File: src/rtl/pc_redirect_ctrl.sv
// pc_redirect_ctrl: merges ID-stage jumps, EX-stage branches and (optionally)
// traps into one registered redirect toward pc_reg. It holds one pending
// redirect while fetch is stalled and emits the IF/ID flush pulses.
// Optional feature macro: PC_REDIRECT_TRAP_EN enables the trap request path.
// Without it the trap ports remain in the port list but are ignored.
module pc_redirect_ctrl #(
   parameter int ADDR_W    = 32,
   parameter int ALIGN_CHK = 1
) (
   input  logic              clk,
   input  logic              rst,
   input  logic              id_b_flag_i,
   input  logic [ADDR_W-1:0] id_b_target_i,
   input  logic              ex_b_flag_i,
   input  logic [ADDR_W-1:0] ex_b_target_i,
   input  logic              fetch_ready_i,
   input  logic              trap_flag_i,
   input  logic [ADDR_W-1:0] trap_target_i,
   output logic              redir_valid_o,
   output logic [ADDR_W-1:0] redir_target_o,
   output logic              flush_if_o,
   output logic              flush_id_o,
   output logic              misalign_o
);

   typedef enum logic {ST_IDLE = 1'b0, ST_PEND = 1'b1} state_t;

   // A larger code means an older instruction, so that request has higher priority.
   localparam logic [1:0] SRC_NONE = 2'd0;
   localparam logic [1:0] SRC_ID   = 2'd1;
   localparam logic [1:0] SRC_EX   = 2'd2;
   localparam logic [1:0] SRC_TRAP = 2'd3;

   state_t            state_r;
   logic [1:0]        src_r;

   logic              trap_req_s;
   logic [ADDR_W-1:0] trap_tgt_s;
   logic [1:0]        win_src_s;
   logic [ADDR_W-1:0] win_tgt_s;
   logic              cap_s;
   logic [ADDR_W-1:0] cap_tgt_s;
   logic              cap_mis_s;

`ifdef PC_REDIRECT_TRAP_EN
   assign trap_req_s = trap_flag_i;
   assign trap_tgt_s = trap_target_i;
`else
   logic unused_trap_s;
   assign unused_trap_s = ^{trap_flag_i, trap_target_i};
   assign trap_req_s    = 1'b0;
   assign trap_tgt_s    = {ADDR_W{1'b0}};
`endif

   // Select the highest-priority request presented this cycle.
   always_comb begin
      win_src_s = SRC_NONE;
      win_tgt_s = {ADDR_W{1'b0}};
      if (trap_req_s) begin
         win_src_s = SRC_TRAP;
         win_tgt_s = trap_tgt_s;
      end else if (ex_b_flag_i) begin
         win_src_s = SRC_EX;
         win_tgt_s = ex_b_target_i;
      end else if (id_b_flag_i) begin
         win_src_s = SRC_ID;
         win_tgt_s = id_b_target_i;
      end else begin
         win_src_s = SRC_NONE;
         win_tgt_s = {ADDR_W{1'b0}};
      end
   end

   // Decide whether the winner is captured. While a redirect is pending,
   // a request at lower priority comes from a younger wrong-path instruction and is dropped.
   always_comb begin
      cap_s = 1'b0;
      if (win_src_s == SRC_NONE) begin
         cap_s = 1'b0;
      end else if (state_r == ST_IDLE) begin
         cap_s = 1'b1;
      end else if (win_src_s >= src_r) begin
         cap_s = 1'b1;
      end else begin
         cap_s = 1'b0;
      end
   end

   // Apply the alignment policy to the winning target.
   always_comb begin
      cap_tgt_s = win_tgt_s;
      cap_mis_s = 1'b0;
      if (ALIGN_CHK != 0) begin
         cap_tgt_s = {win_tgt_s[ADDR_W-1:2], 2'b00};
         cap_mis_s = |win_tgt_s[1:0];
      end else begin
         cap_tgt_s = win_tgt_s;
         cap_mis_s = 1'b0;
      end
   end

   // Redirect FSM: capture, overwrite and consume, with registered one-cycle flush pulses.
   always_ff @(posedge clk or negedge rst) begin
      if (!rst) begin
         state_r        <= ST_IDLE;
         src_r          <= SRC_NONE;
         redir_valid_o  <= 1'b0;
         redir_target_o <= {ADDR_W{1'b0}};
         flush_if_o     <= 1'b0;
         flush_id_o     <= 1'b0;
         misalign_o     <= 1'b0;
      end else begin
         flush_if_o <= 1'b0;
         flush_id_o <= 1'b0;
         misalign_o <= 1'b0;
         if (cap_s) begin
            // When a capture and a consume fall on the same edge, the capture
            // takes effect and the FSM stays pending with the new target.
            state_r        <= ST_PEND;
            src_r          <= win_src_s;
            redir_valid_o  <= 1'b1;
            redir_target_o <= cap_tgt_s;
            flush_if_o     <= 1'b1;
            flush_id_o     <= (win_src_s != SRC_ID);
            misalign_o     <= cap_mis_s;
         end else begin
            case (state_r)
               ST_IDLE: begin
                  state_r       <= ST_IDLE;
                  redir_valid_o <= 1'b0;
               end
               ST_PEND: begin
                  if (fetch_ready_i) begin
                     state_r       <= ST_IDLE;
                     src_r         <= SRC_NONE;
                     redir_valid_o <= 1'b0;
                  end else begin
                     state_r       <= ST_PEND;
                     redir_valid_o <= 1'b1;
                  end
               end
               default: begin
                  state_r       <= ST_IDLE;
                  src_r         <= SRC_NONE;
                  redir_valid_o <= 1'b0;
               end
            endcase
         end
      end
   end

endmodule

File: config.mk
export PLATFORM = sky130hd
export DESIGN_NAME = pc_redirect_ctrl
export DESIGN_NICKNAME = d
export VERILOG_FILES = /design/src/rtl/pc_redirect_ctrl.sv
export SDC_FILE = /design/constraint.sdc
export NUM_CORES = 1
export LEC_CHECK = 0
export CAP_MARGIN = 0
export CORE_ASPECT_RATIO = 1.2
export CORE_MARGIN = 2
export CORE_UTILIZATION = 31
export DETAILED_ROUTE_END_ITERATION = 8
export PLACE_DENSITY_LB_ADDON = 0.12
export SETUP_SLACK_MARGIN = 0.05
export SLEW_MARGIN = 10
export SYNTH_ARGS = -nofsm -noshare
export SYNTH_HDL_FRONTEND = slang
export SYNTH_SLANG_ARGS = --single-unit
File: constraint.sdc
create_clock -name clk -period 1.4 [get_ports clk]
set_input_delay 0.28 -clock clk [delete_from_list [all_inputs] [get_ports clk]]
set_output_delay 0.28 -clock clk [all_outputs]
set_load 0.05 [all_outputs]
Word level (Yosys, flattened, before mapping) --
Cells that the tools add are included.
Storage, ports and cells: register bits after elaboration 36, bits of input ports 102, word-level logic and storage cells 30, output and inout bits 36
Operators by class: bitwise operators 1, magnitude comparators 1, reduce and logical (&&, ||, !) cells 5, eq/ne operators 1, multiplexer cells 16
Operators with widths (number):
- $mux W32 | 2
- $mux W1 | 9
- $mux W2 | 4
- $reduce_bool A2 Y1 | 2
- $ge A2 B2 Y1 | 1
- $logic_not A2 Y1 | 1
- $ne A2 B1 Y1 const B | 1
- $pmux W1 S2 | 1
- $reduce_and A2 Y1 | 1
- $reduce_or A2 Y1 | 1
- $not A1 Y1 | 1

Depth between registers and ports, before layout --
word-level depth 8, mapped depth 8, mapped depth without buffers 6

Worst setup path before layout --
OpenSTA, ideal clock, no wires.
path kind input port to flip-flop, start input ex_b_flag_i, end register redir_target_o[14], library setup time 0.124 ns, arrival 1.586 ns, stages 8, path slack -0.309 ns, path buffers 2, data required time 1.276 ns, cells stage by stage nand2b_4 > buf_4 > ha_1 > nand2b_4 > a21o_1 > clkbuf_1 > a21oi_1 > nor2_2
On the way: longest elaborated chain between the ends 5, elaborated cells on any way between the ends 7, classes of those cells 1 x order compare; 5 x mux; 1 x reduce/logical
RTL lines:
- from (decl) | line 14 | input logic ex_b_flag_i,
- $mux W2 | line 62 | end else if (ex_b_flag_i) begin
- $ge A2 B2 Y1 | line 82 | end else if (win_src_s >= src_r) begin
- $mux W1 | line 82
- $mux W1 | line 80 | end else if (state_r == ST_IDLE) begin
- $mux W1 | line 78 | if (win_src_s == SRC_NONE) begin
- to (signal assigned) | line 108 | redir_target_o <= {ADDR_W{1'b0}};
- to (signal assigned) | line 122 | redir_target_o <= cap_tgt_s;
- to (decl) | line 20 | output logic [ADDR_W-1:0] redir_target_o,
Parallel ways exist; a longest one is shown, timed or not. A chain may end at the register's enable or synchronous reset.

Worst setup path after layout --
start register src_r[0], end register redir_target_o[6]
On the way: longest elaborated chain between the ends 4
RTL lines:
- from (decl) | line 35 | logic [1:0] src_r;
- from (signal assigned) | line 120 | src_r <= win_src_s;
- $ge A2 B2 Y1 | line 82
- $mux W1 | line 82
- $mux W1 | line 80
- $mux W1 | line 78
Every way passes these cells.

==> impl_metrics.toml <==
[detailed_routing]
wl_um = 5960
first_pass_iters = 4
route.detailed.drc = 0
vias_per_cell = 4.89
wl_per_cell_um = 16.1
drt_iter0_drc = 75
ant_nets = 0
dr_total_vias = 1810

[pwr]
p_sw_uw = 4470
p_seq_frac = 0.212
cellLeakagePower_uw = 0.00153
combPwrFrac = 0.714
intPower_uw = 5610
clockPowerShare = 0.074
p_sw_frac = 0.443
p_total_uw = 10100
pwr_density_cell_nw_per_um2 = 2600
peakVddDrop_mv = 1.49

[finish]
nFillCells = 447
final_common_cell = "clkdlybuf4s50_1"
drive_gt1_frac = 0.428
syn_to_final_growth_pct = 109
layout_common_cells = "65 x clkdlybuf4s50_1, 40 x buf_12, 36 x dfrtp_1, 23 x nor2_1, 19 x a21oi_1"
multi_input_area_um2 = 1030
regArea_um2 = 901
antennaDiodeCount = 0
finalNetCount = 393
instances_no_fill = 370

[floorplan]
rows = 30
core_area_um2 = 5710
fp.dieW_um = 74.5
pin_count = 138
die_h_um = 88.6
start_util = 0.324
fp.dieArea_um2 = 6590

[global_route]
grt_max_degree = 37
grt_pass1_vias = 1847
grt_pass1_wl_um = 9090
antenna_found_initial = 0
grt_overflow = 0
track_usage = 0.184

[setup_path]
cp.arrival_ps = 1780
crit_required_ps = 1580
worstPathMaxFanout = 5
cp-end-kind = "flip-flop"
critPathKind = "reg2reg"
start_kind = "flip-flop"

[synth]
synth_cell_types = 25
ys_ff_latch = 36
synth_seq_area_share = 0.488
synth_area_per_cell_um2 = 10.9
yosys_warnings = 0
syn_area_um2 = 1850
synth_cells = 169

[sta]
setup_viol = 36
final.setup.worst_slack_ps = -202
rsz0062_at_grt = "true"
period_minus_slack_ps = 1600
fmax_ghz = 0.624
fin_skew_ps = 8.86
maxSlewViolCount = 0
finalCritPeriodShare = 1.14
hold_viol = 0

[place]
port_buffers = 102
dp_hpwl_um = 4130
gp_congestion = 0.696
dp.cells = 352

[outcome]
status = "finished with violations"
violations = "negative setup slack"

[clock_network]
cts_hold_buf = 0
cts_tree = "yes"
max-clock-path-buffers = 2
htreeDepth = 2
numCtsBuffers = 5
insertion_delay_ps = 290
root_buffer = "clkbuf_8"
cts_sinks = 36
clk_pin_slew_worst_paths_ps = 70

[worst_hold_path]
hold_path_class = "in2async"

[job]
drv_cap = 0
## synthesized netlist by cell type, drive strengths merged
| library cell | instances | share of area |
|---|---|---|
| conb | 1 | 0.0020 |
| a21oi | 32 | 0.093 |
| inv | 3 | 0.0061 |
| nor2 | 33 | 0.081 |
| a31o | 1 | 0.0047 |
| nand2b | 3 | 0.022 |
| nand2 | 3 | 0.0061 |
| ha | 2 | 0.014 |
| buf | 14 | 0.058 |
| a22oi | 1 | 0.012 |
| o21ai | 2 | 0.0054 |
| a21o | 1 | 0.0041 |
| dfrtp | 36 | 0.49 |
| o21a | 1 | 0.0041 |
| or2 | 1 | 0.0034 |
| and2 | 1 | 0.0047 |
| o22ai | 1 | 0.0034 |
| o32ai | 30 | 0.18 |
| clkbuf | 3 | 0.0061 |
## final cells by class
class | count | share of cell area
timing repair buffer | 129 | 0.449
multi-input combinational | 114 | 0.265
sequential | 36 | 0.233
tap | 80 | 0.0259
clock buffer | 8 | 0.0233
inverter | 3 | 0.00356
## critical path, cell delays in order, from the launching register on
cell,delay (ps)
dfrtp_1,420
ha_4,280
nand2b_4,150
a22oi_4,60
buf_6,130
buf_12,120
buf_16,130
o32ai_1,140
nor2_1,70
## metrics by stage
step | setup TNS, ps | setup WS, ps | instance area (um^2) | hold slack [ps] | util
2_1_floorplan | -4800 | -172 | 1950 | -15.6 | -
3_3_place_gp | -20140 | -599 | 3430 | 351 | 0.601
3_5_place_dp | -21440 | -712 | 3430 | 358 | 0.601
4_1_cts | -4990 | -203 | 3700 | 42.5 | 0.648
5_1_grt | -6770 | -234 | 3870 | 66.7 | 0.678
6_report | -4730 | -202 | 3870 | 30.2 | 0.678
## logic make-up (layout without fill, tap and decap cells)
logic type / Yosys count / in the layout / synth area share
flops: 36 / 36 / 0.488
fa+ha+maj: 2 / 2 / 0.0135
other cells: 1 / 2 / 0.00203
buf+inv: 20 / 140 / 0.0705
simple gates: 41 / 41 / 0.117
compound gates: 69 / 69 / 0.309
## power by group through the flow
| stage | combinational (uW) | sequential (uW) | clock [uW] |
|---|---|---|---|
| 6_report | 7190 | 2140 | 749 |
| 5_1_grt | 7490 | 2190 | 813 |
| 4_1_cts | 6840 | 2130 | 776 |
| 3_5_place_dp | 6280 | 2140 | 0 |
| 3_3_place_gp | 6220 | 2130 | 0 |
| 2_1_floorplan | 1800 | 3590 | 0 |
## worst paths after layout
path                                           startpoint  slack (ps)  cells past startpoint                              to
max                                  src_r[0]$_DFFE_PN0P_        -200                      8   redir_target_o[6]$_DFFE_PN0P_
min                                                   rst          30                      2  redir_target_o[18]$_DFFE_PN0P_
max reg2reg                          src_r[0]$_DFFE_PN0P_        -200                      8   redir_target_o[6]$_DFFE_PN0P_
min reg2reg                redir_target_o[17]$_DFFE_PN0P_         550                      2  redir_target_o[17]$_DFFE_PN0P_
max in group asynchronous                             rst        1030                      2  redir_target_o[30]$_DFFE_PN0P_
min in group clk           redir_target_o[17]$_DFFE_PN0P_         550                      2  redir_target_o[17]$_DFFE_PN0P_
## layer usage
metal	up-vias	global-route usage	wire length, um
li1	865	-	-
met1	873	0.222	2300
met2	59	0.311	3130
met3	13	0.0399	365
met4	0	0.0844	161
met5	-	0	0
## flip-flops by register name, summed over array words and instances, names as in the netlist
signal	flops
redir_target_o	30
state_r	1
src_r	2
flush_id_o	1
flush_if_o	1
misalign_o	1
## repair_timing
action | 4_1_cts | 5_1_grt
setup endpoints to repair | 36 | 34
pin swaps | 26 | 23
buffers inserted | 5 | 3
gates cloned | 2 | 2
gates resized for setup | 18 | 20
No activity file was read; power rests on OpenSTA's default activity.
